`src/rtl/hour_counter_p_if.sv`:
```
// hour_counter_p request/response bundle.
// Master drives requests, slave returns count and display views.
interface hour_counter_p_if #(
    parameter int WIDTH = 5
);
    logic             tick_in;
    logic             load;
    logic [WIDTH-1:0] data;
    logic             adj_inc;
    logic             adj_dec;
    logic             mode12;
    logic             enable;
    logic [WIDTH-1:0] count;
    logic [WIDTH-1:0] databus;
    logic [WIDTH-1:0] disp;
    logic             pm;
    logic [7:0]       disp_bcd;
    logic             carry_out;
    logic             load_err;

    modport master (
        output tick_in, load, data,
        output adj_inc, adj_dec,
        output mode12, enable,
        input  count, databus, disp,
        input  pm, disp_bcd,
        input  carry_out, load_err
    );

    modport slave (
        input  tick_in, load, data,
        input  adj_inc, adj_dec,
        input  mode12, enable,
        output count, databus, disp,
        output pm, disp_bcd,
        output carry_out, load_err
    );
endinterface

```
`src/rtl/hour_counter_p.sv`:
```
// Parametrised time-unit counter with carry chain,
// bounded load, set-button adjust and 12h/BCD display.
module hour_counter_p #(
    parameter int WIDTH   = 5,
    parameter int MODULUS = 24,
    parameter int HAS_12H = 1,
    parameter int BCD_OUT = 1
) (
    input  logic clk,
    input  logic clear,
    hour_counter_p_if.slave bus
);
    // 12h view only makes sense for a 24-step day
    localparam bit H12 =
        (HAS_12H != 0) && (MODULUS == 24);
    localparam bit BCD_EN =
        (BCD_OUT != 0) && (MODULUS <= 100);
    localparam logic [WIDTH-1:0] TOP =
        WIDTH'(MODULUS - 1);
    localparam logic [WIDTH:0] MODV =
        (WIDTH+1)'(MODULUS);
    localparam logic [WIDTH-1:0] NOON =
        WIDTH'(12);
    localparam logic [WIDTH-1:0] ONE =
        WIDTH'(1);

    logic [WIDTH-1:0] count_q;
    logic             carry_q;
    logic             err_q;
    logic [WIDTH-1:0] inc_v;
    logic [WIDTH-1:0] dec_v;
    logic [WIDTH-1:0] disp_v;
    logic [7:0]       bcd_v;
    logic [31:0]      dv;

    // Wrapping neighbours of the current count
    always_comb begin
        inc_v = count_q + ONE;
        dec_v = count_q - ONE;
        if (count_q == TOP)
            inc_v = '0;
        if (count_q == '0)
            dec_v = TOP;
    end

    // Counter state: clear > load > adjust > tick
    always_ff @(posedge clk) begin
        if (!clear) begin
            count_q <= '0;
            carry_q <= 1'b0;
            err_q   <= 1'b0;
        end else begin
            carry_q <= 1'b0;
            err_q   <= 1'b0;
            if (bus.load) begin
                if ({1'b0, bus.data} < MODV)
                    count_q <= bus.data;
                else
                    err_q <= 1'b1;
            end else if (bus.adj_inc || bus.adj_dec) begin
                if (bus.adj_inc && !bus.adj_dec)
                    count_q <= inc_v;
                else if (bus.adj_dec && !bus.adj_inc)
                    count_q <= dec_v;
            end else if (bus.tick_in) begin
                count_q <= inc_v;
                carry_q <= (count_q == TOP);
            end
        end
    end

    // Display value: 12h fold maps 0 to 12 and 13..23 to 1..11
    always_comb begin
        disp_v = count_q;
        if (H12 && bus.mode12) begin
            if (count_q == '0)
                disp_v = NOON;
            else if (count_q > NOON)
                disp_v = count_q - NOON;
        end
    end

    // Two-digit BCD of the display value
    always_comb begin
        dv    = 32'(disp_v);
        bcd_v = 8'h00;
        if (BCD_EN)
            bcd_v = {4'(dv / 32'd10), 4'(dv % 32'd10)};
    end

    assign bus.count     = count_q;
    assign bus.databus   = bus.enable ? count_q : '0;
    assign bus.disp      = disp_v;
    assign bus.pm        = H12 && (count_q >= NOON);
    assign bus.disp_bcd  = bcd_v;
    assign bus.carry_out = carry_q;
    assign bus.load_err  = err_q;
endmodule

```
`src/flat_wrapper.sv`:
```
// flat-port wrapper written by rule: the top's interface ports become plain ports
module hour_counter_p_flat 
#(
    parameter int WIDTH   = 5,
    parameter int MODULUS = 24,
    parameter int HAS_12H = 1,
    parameter int BCD_OUT = 1
)
  (clk, clear, bus_tick_in, bus_load, bus_data, bus_adj_inc, bus_adj_dec, bus_mode12, bus_enable, bus_count, bus_databus, bus_disp, bus_pm, bus_disp_bcd, bus_carry_out, bus_load_err);
  hour_counter_p_if #(.WIDTH(WIDTH)) bus_i ();
  input  logic clk;
  input  logic clear;
  input wire logic [$bits(bus_i.tick_in)-1:0] bus_tick_in;
  input wire logic [$bits(bus_i.load)-1:0] bus_load;
  input wire logic [$bits(bus_i.data)-1:0] bus_data;
  input wire logic [$bits(bus_i.adj_inc)-1:0] bus_adj_inc;
  input wire logic [$bits(bus_i.adj_dec)-1:0] bus_adj_dec;
  input wire logic [$bits(bus_i.mode12)-1:0] bus_mode12;
  input wire logic [$bits(bus_i.enable)-1:0] bus_enable;
  output wire logic [$bits(bus_i.count)-1:0] bus_count;
  output wire logic [$bits(bus_i.databus)-1:0] bus_databus;
  output wire logic [$bits(bus_i.disp)-1:0] bus_disp;
  output wire logic [$bits(bus_i.pm)-1:0] bus_pm;
  output wire logic [$bits(bus_i.disp_bcd)-1:0] bus_disp_bcd;
  output wire logic [$bits(bus_i.carry_out)-1:0] bus_carry_out;
  output wire logic [$bits(bus_i.load_err)-1:0] bus_load_err;
  assign bus_i.tick_in = bus_tick_in;
  assign bus_i.load = bus_load;
  assign bus_i.data = bus_data;
  assign bus_i.adj_inc = bus_adj_inc;
  assign bus_i.adj_dec = bus_adj_dec;
  assign bus_i.mode12 = bus_mode12;
  assign bus_i.enable = bus_enable;
  assign bus_count = bus_i.count;
  assign bus_databus = bus_i.databus;
  assign bus_disp = bus_i.disp;
  assign bus_pm = bus_i.pm;
  assign bus_disp_bcd = bus_i.disp_bcd;
  assign bus_carry_out = bus_i.carry_out;
  assign bus_load_err = bus_i.load_err;
  hour_counter_p #(.WIDTH(WIDTH), .MODULUS(MODULUS), .HAS_12H(HAS_12H), .BCD_OUT(BCD_OUT)) u_core (.clk(clk), .clear(clear), .bus(bus_i));
endmodule
```
`config.mk`:
```
export PLATFORM = sky130hd
export DESIGN_NAME = hour_counter_p_flat
export DESIGN_NICKNAME = d
export VERILOG_FILES = /design/src/rtl/hour_counter_p_if.sv /design/src/rtl/hour_counter_p.sv /design/src/flat_wrapper.sv
export SDC_FILE = /design/constraint.sdc
export NUM_CORES = 1
export LEC_CHECK = 0
export ABC_AREA = 0
export CORE_MARGIN = 2
export CORE_UTILIZATION = 44
export CTS_BUF_LIST = sky130_fd_sc_hd__clkbuf_2 sky130_fd_sc_hd__clkbuf_4 sky130_fd_sc_hd__clkbuf_8
export DETAILED_ROUTE_END_ITERATION = 12
export GPL_ROUTABILITY_DRIVEN = 0
export HOLD_SLACK_MARGIN = 0.02
export PLACE_DENSITY = 0.8
export SLEW_MARGIN = 20
export SYNTH_ARGS = -nofsm -noshare
export SYNTH_HDL_FRONTEND = slang
export SYNTH_SLANG_ARGS = --single-unit
```
`constraint.sdc`:
```
create_clock -name clk -period 10.6 [get_ports clk]
set_clock_uncertainty 0.15 [all_clocks]
set_input_delay 2.12 -clock clk [delete_from_list [all_inputs] [get_ports clk]]
set_output_delay 2.12 -clock clk [all_outputs]
set_load 0.005 [all_outputs]
```
==> results by group <==
Setup path
  • Crit path capture type: primary output
  • Crit-path leading delay family: buffers and inverters
  • Startpoint types: input port
  • Maximum fanout along the worst path: 9
  • Critical Path AT: 5.19 ns
  • Crit-path slowest cell: clkdlybuf4s50_1
  • Critical Path RT: 8.33 ns
  • Reg2reg setup slack: 8.30 ns
  • Slowest stage delay, CP: 0.54 ns
  • CP Class: in2out
  • Cell repeated most along the worst path: clkdlybuf4s50_1
  • Critical-path cell list: clkdlybuf4s50_1 -> a21o_1 -> nor2_1 -> o21a_1 -> inv_1 -> ha_1 -> nand2b_1 -> a21oi_1 -> a31oi_1 -> a311oi_1 -> clkdlybuf4s50_1
  • Buf/Inv on CP: 3

Timing
  • Max Freq: 0.1340 GHz
  • Final Setup Violations: 0
  • Tcrit/Tclk final: 70.42%
  • Worst Tran Pin Value: 0.6443 ns
  • Setup TNS Final: 0 ns
  • Unrepaired setup endpoints after global routing: no
  • Max-slew violations: 0
  • Setup WS post-layout: 3.136 ns
  • Min cycle time layout: 7.464 ns
  • Max transition margin: 56.99%
  • Hold Violations, Final: 0

Yosys
  • Top-count cell post-synth: nand2_1
  • Main synth FF type: dfxtp_1
  • Unique masters post-synth: 49
  • Area leader, netlist: dfxtp_1
  • Seq/Total Area, Yosys: 12.38%
  • Yosys top cell area share: 12.38%
  • Ys Warns: 0
  • EDFF count, synth: 0
  • Top cells by count, synth: nand2_1 (16), nor2_1 (13), inv_1 (12), o21ai_0 (11)
  • Gate Count Post-Synth: 164
  • Synth area leaders: dfxtp_1 (12%), ha_1 (8.8%), nand2_1 (5.3%), o21ai_0 (4.9%), nand2b_1 (4.4%)
  • Syn avg cell area: 6.904 um2
  • Register bit count reported by yosys: 7
  • Mapped Area: 0.001132 mm2
  • Async S/R FF share, synth: 0%

Power
  • Static Leakage: 0.6016 nW
  • Max VDD drop: 0.00007271 V
  • Pwr Density: 99.13 mW/mm2

Detailed routing
  • Post-route ant nets: 0
  • Met3 wire len: 284 um
  • Initial DRC Count: 68
  • 1st-pass router iterations: 4
  • Wl on met1: 1.359 mm
  • Via count: 1,319
  • Met2 WL: 1.544 mm
  • Routed WL per cell: 14.44 um
  • Drt total wl: 3.234 mm
  • Via-per-instance ratio: 5.888
  • Top layer reached by signal wires: met4
  • DRC: 0

Status
  • Status: finished, final reports clean

Global route
  • First-pass GRT wire length: 5.237 mm
  • Largest net degree at the start of global routing: 21
  • Vias in the first global route: 1,142
  • Gr usage total: 24.56%
  • Grt total ovfl: 0
  • Initial antenna violation count: 0

Clock tree
  • Postcts setup bufs: 0
  • Clk Latency, worst-skew pair: 0.25 ns
  • CTS hold repair buffers: 0
  • Root Driver: clkbuf_4
  • CTS tree: done
  • Clock Sinks: 7
  • Cts bufs inserted: 3
  • Clock-pin slew on the worst setup and hold paths: 0.05 ns
  • CTS resizes: 0
  • Maximum clock insertion buffer count: 2
  • CTS HTree Levels: 1

Place
  • Placed instance area: 0.001478 mm2
  • PortBufs: 36
  • Pre-CTS WS: 3.164 ns
  • Detail Placement HPWL: 2.444 mm
  • Dpl cells: 220

Layout
  • Nets@finish: 216
  • Post-route cell area: 0.001508 mm2
  • Final Util: 61.42%
  • Filler cells: 227
  • N_diodes: 0
  • Finished Layout Cells: 224
  • Area Growth Syn to Fin: 33.15%
  • Share of layout cells above drive strength 1: 4.124%

Floorplanning
  • IO Pins: 39
  • Num rows: 18
  • Starting Density: 46.13%
  • Core box area: 0.002455 mm2
  • Area of the die: 0.002995 mm2
  • Die X: 54.73 um
  • Die height: 54.73 um

Min path
  • HP Class: reg2reg

Job
  • Max-cap viol count: 0
where the power goes:
group          internal, mW  switching [mW]  leakage, nW
clock network        0.0169          0.0102       0.0184
registers            0.0283         0.00757       0.0576
logic                0.0446          0.0419        0.526
total                0.0898          0.0597        0.602
flip-flops by register name, summed over array words and instances (netlist names):
signal and flops:
u_core.bus.count 5, u_core.bus.carry_out 1, u_core.bus.load_err 1
per-stage QoR:
step                hold slack, ns  power [mW]
CTS                         0.4804      0.1494
global route                0.5296      0.1629
finish                      0.4584      0.1495
global placement            0.4463      0.1190
detailed placement          0.4673      0.1215
floorplan                   0.3890     0.08641
worst register-to-register path: cells and delay by family (launching register included):
kind	cells	cell delay, ns
buffers and inverters	1	0.16
adder cells (fa/ha/maj)	1	0.30
AND/OR/NAND/NOR	2	0.27
AO/OA/AOI/OAI	3	0.57
flip-flops	1	0.72
metal layers:
metal,global-route usage (%),vias to the layer above
met4,8.750,0
met2,38.69,66
met3,5.738,6
li1,-,657
met5,0,-
met1,32.35,590
cells by family after synthesis:
kind of cell / after synthesis / synth area share, %
other cells: 1 / 0.3312
compound gates: 57 / 38.23
buf+inv: 23 / 8.950
flops: 7 / 12.38
xor+xnor: 2 / 1.547
mux: 1 / 0.8840
fa+ha+maj: 8 / 8.840
simple gates: 65 / 28.84
area by class of cell:
cell class              count  area [um2]  share of cell area [%]
multi-input cells         135       894.6                   59.34
inverters                  12       45.04                   2.988
clock buffers               4       30.03                   1.992
well taps                  30       37.54                   2.490
flip-flops and latches      7       140.1                   9.295
repair buffers             36       360.3                   23.90
cells in the final DEF, fill, tap and decap left out, types with 2 or more instances in the layout:
cell type        Yosys  final
a31oi_1              5      5
a21o_1               3      3
a211oi_1             2      2
o21ai_0             11     11
o211ai_1             3      3
clkbuf_4             0      4
inv_1               12     12
nor3_1               7      7
conb_1               1      2
nor2_1              13     13
o31a_1               2      2
o221ai_1             2      2
nand4_1              2      2
and2_1               6      6
nand2b_1             8      8
nor2b_1              3      3
dfxtp_1              7      7
ha_1                 8      8
clkdlybuf4s50_1      0     36
a21oi_1              7      7
o21a_1               5      5
xnor2_1              2      2
nand2_1             16     16
nand3_1              4      4
final timing paths:
path                                          start                   to  cells after the start
worst max-delay path                     bus_mode12      bus_disp_bcd[1]                     11
worst max register to register  u_core.bus.count[2]  u_core.bus.count[2]                      7
worst min-delay path            u_core.bus.count[0]  u_core.bus.count[0]                      2
worst min register to register  u_core.bus.count[0]  u_core.bus.count[0]                      2
Power figures use the tool's default switching activity.
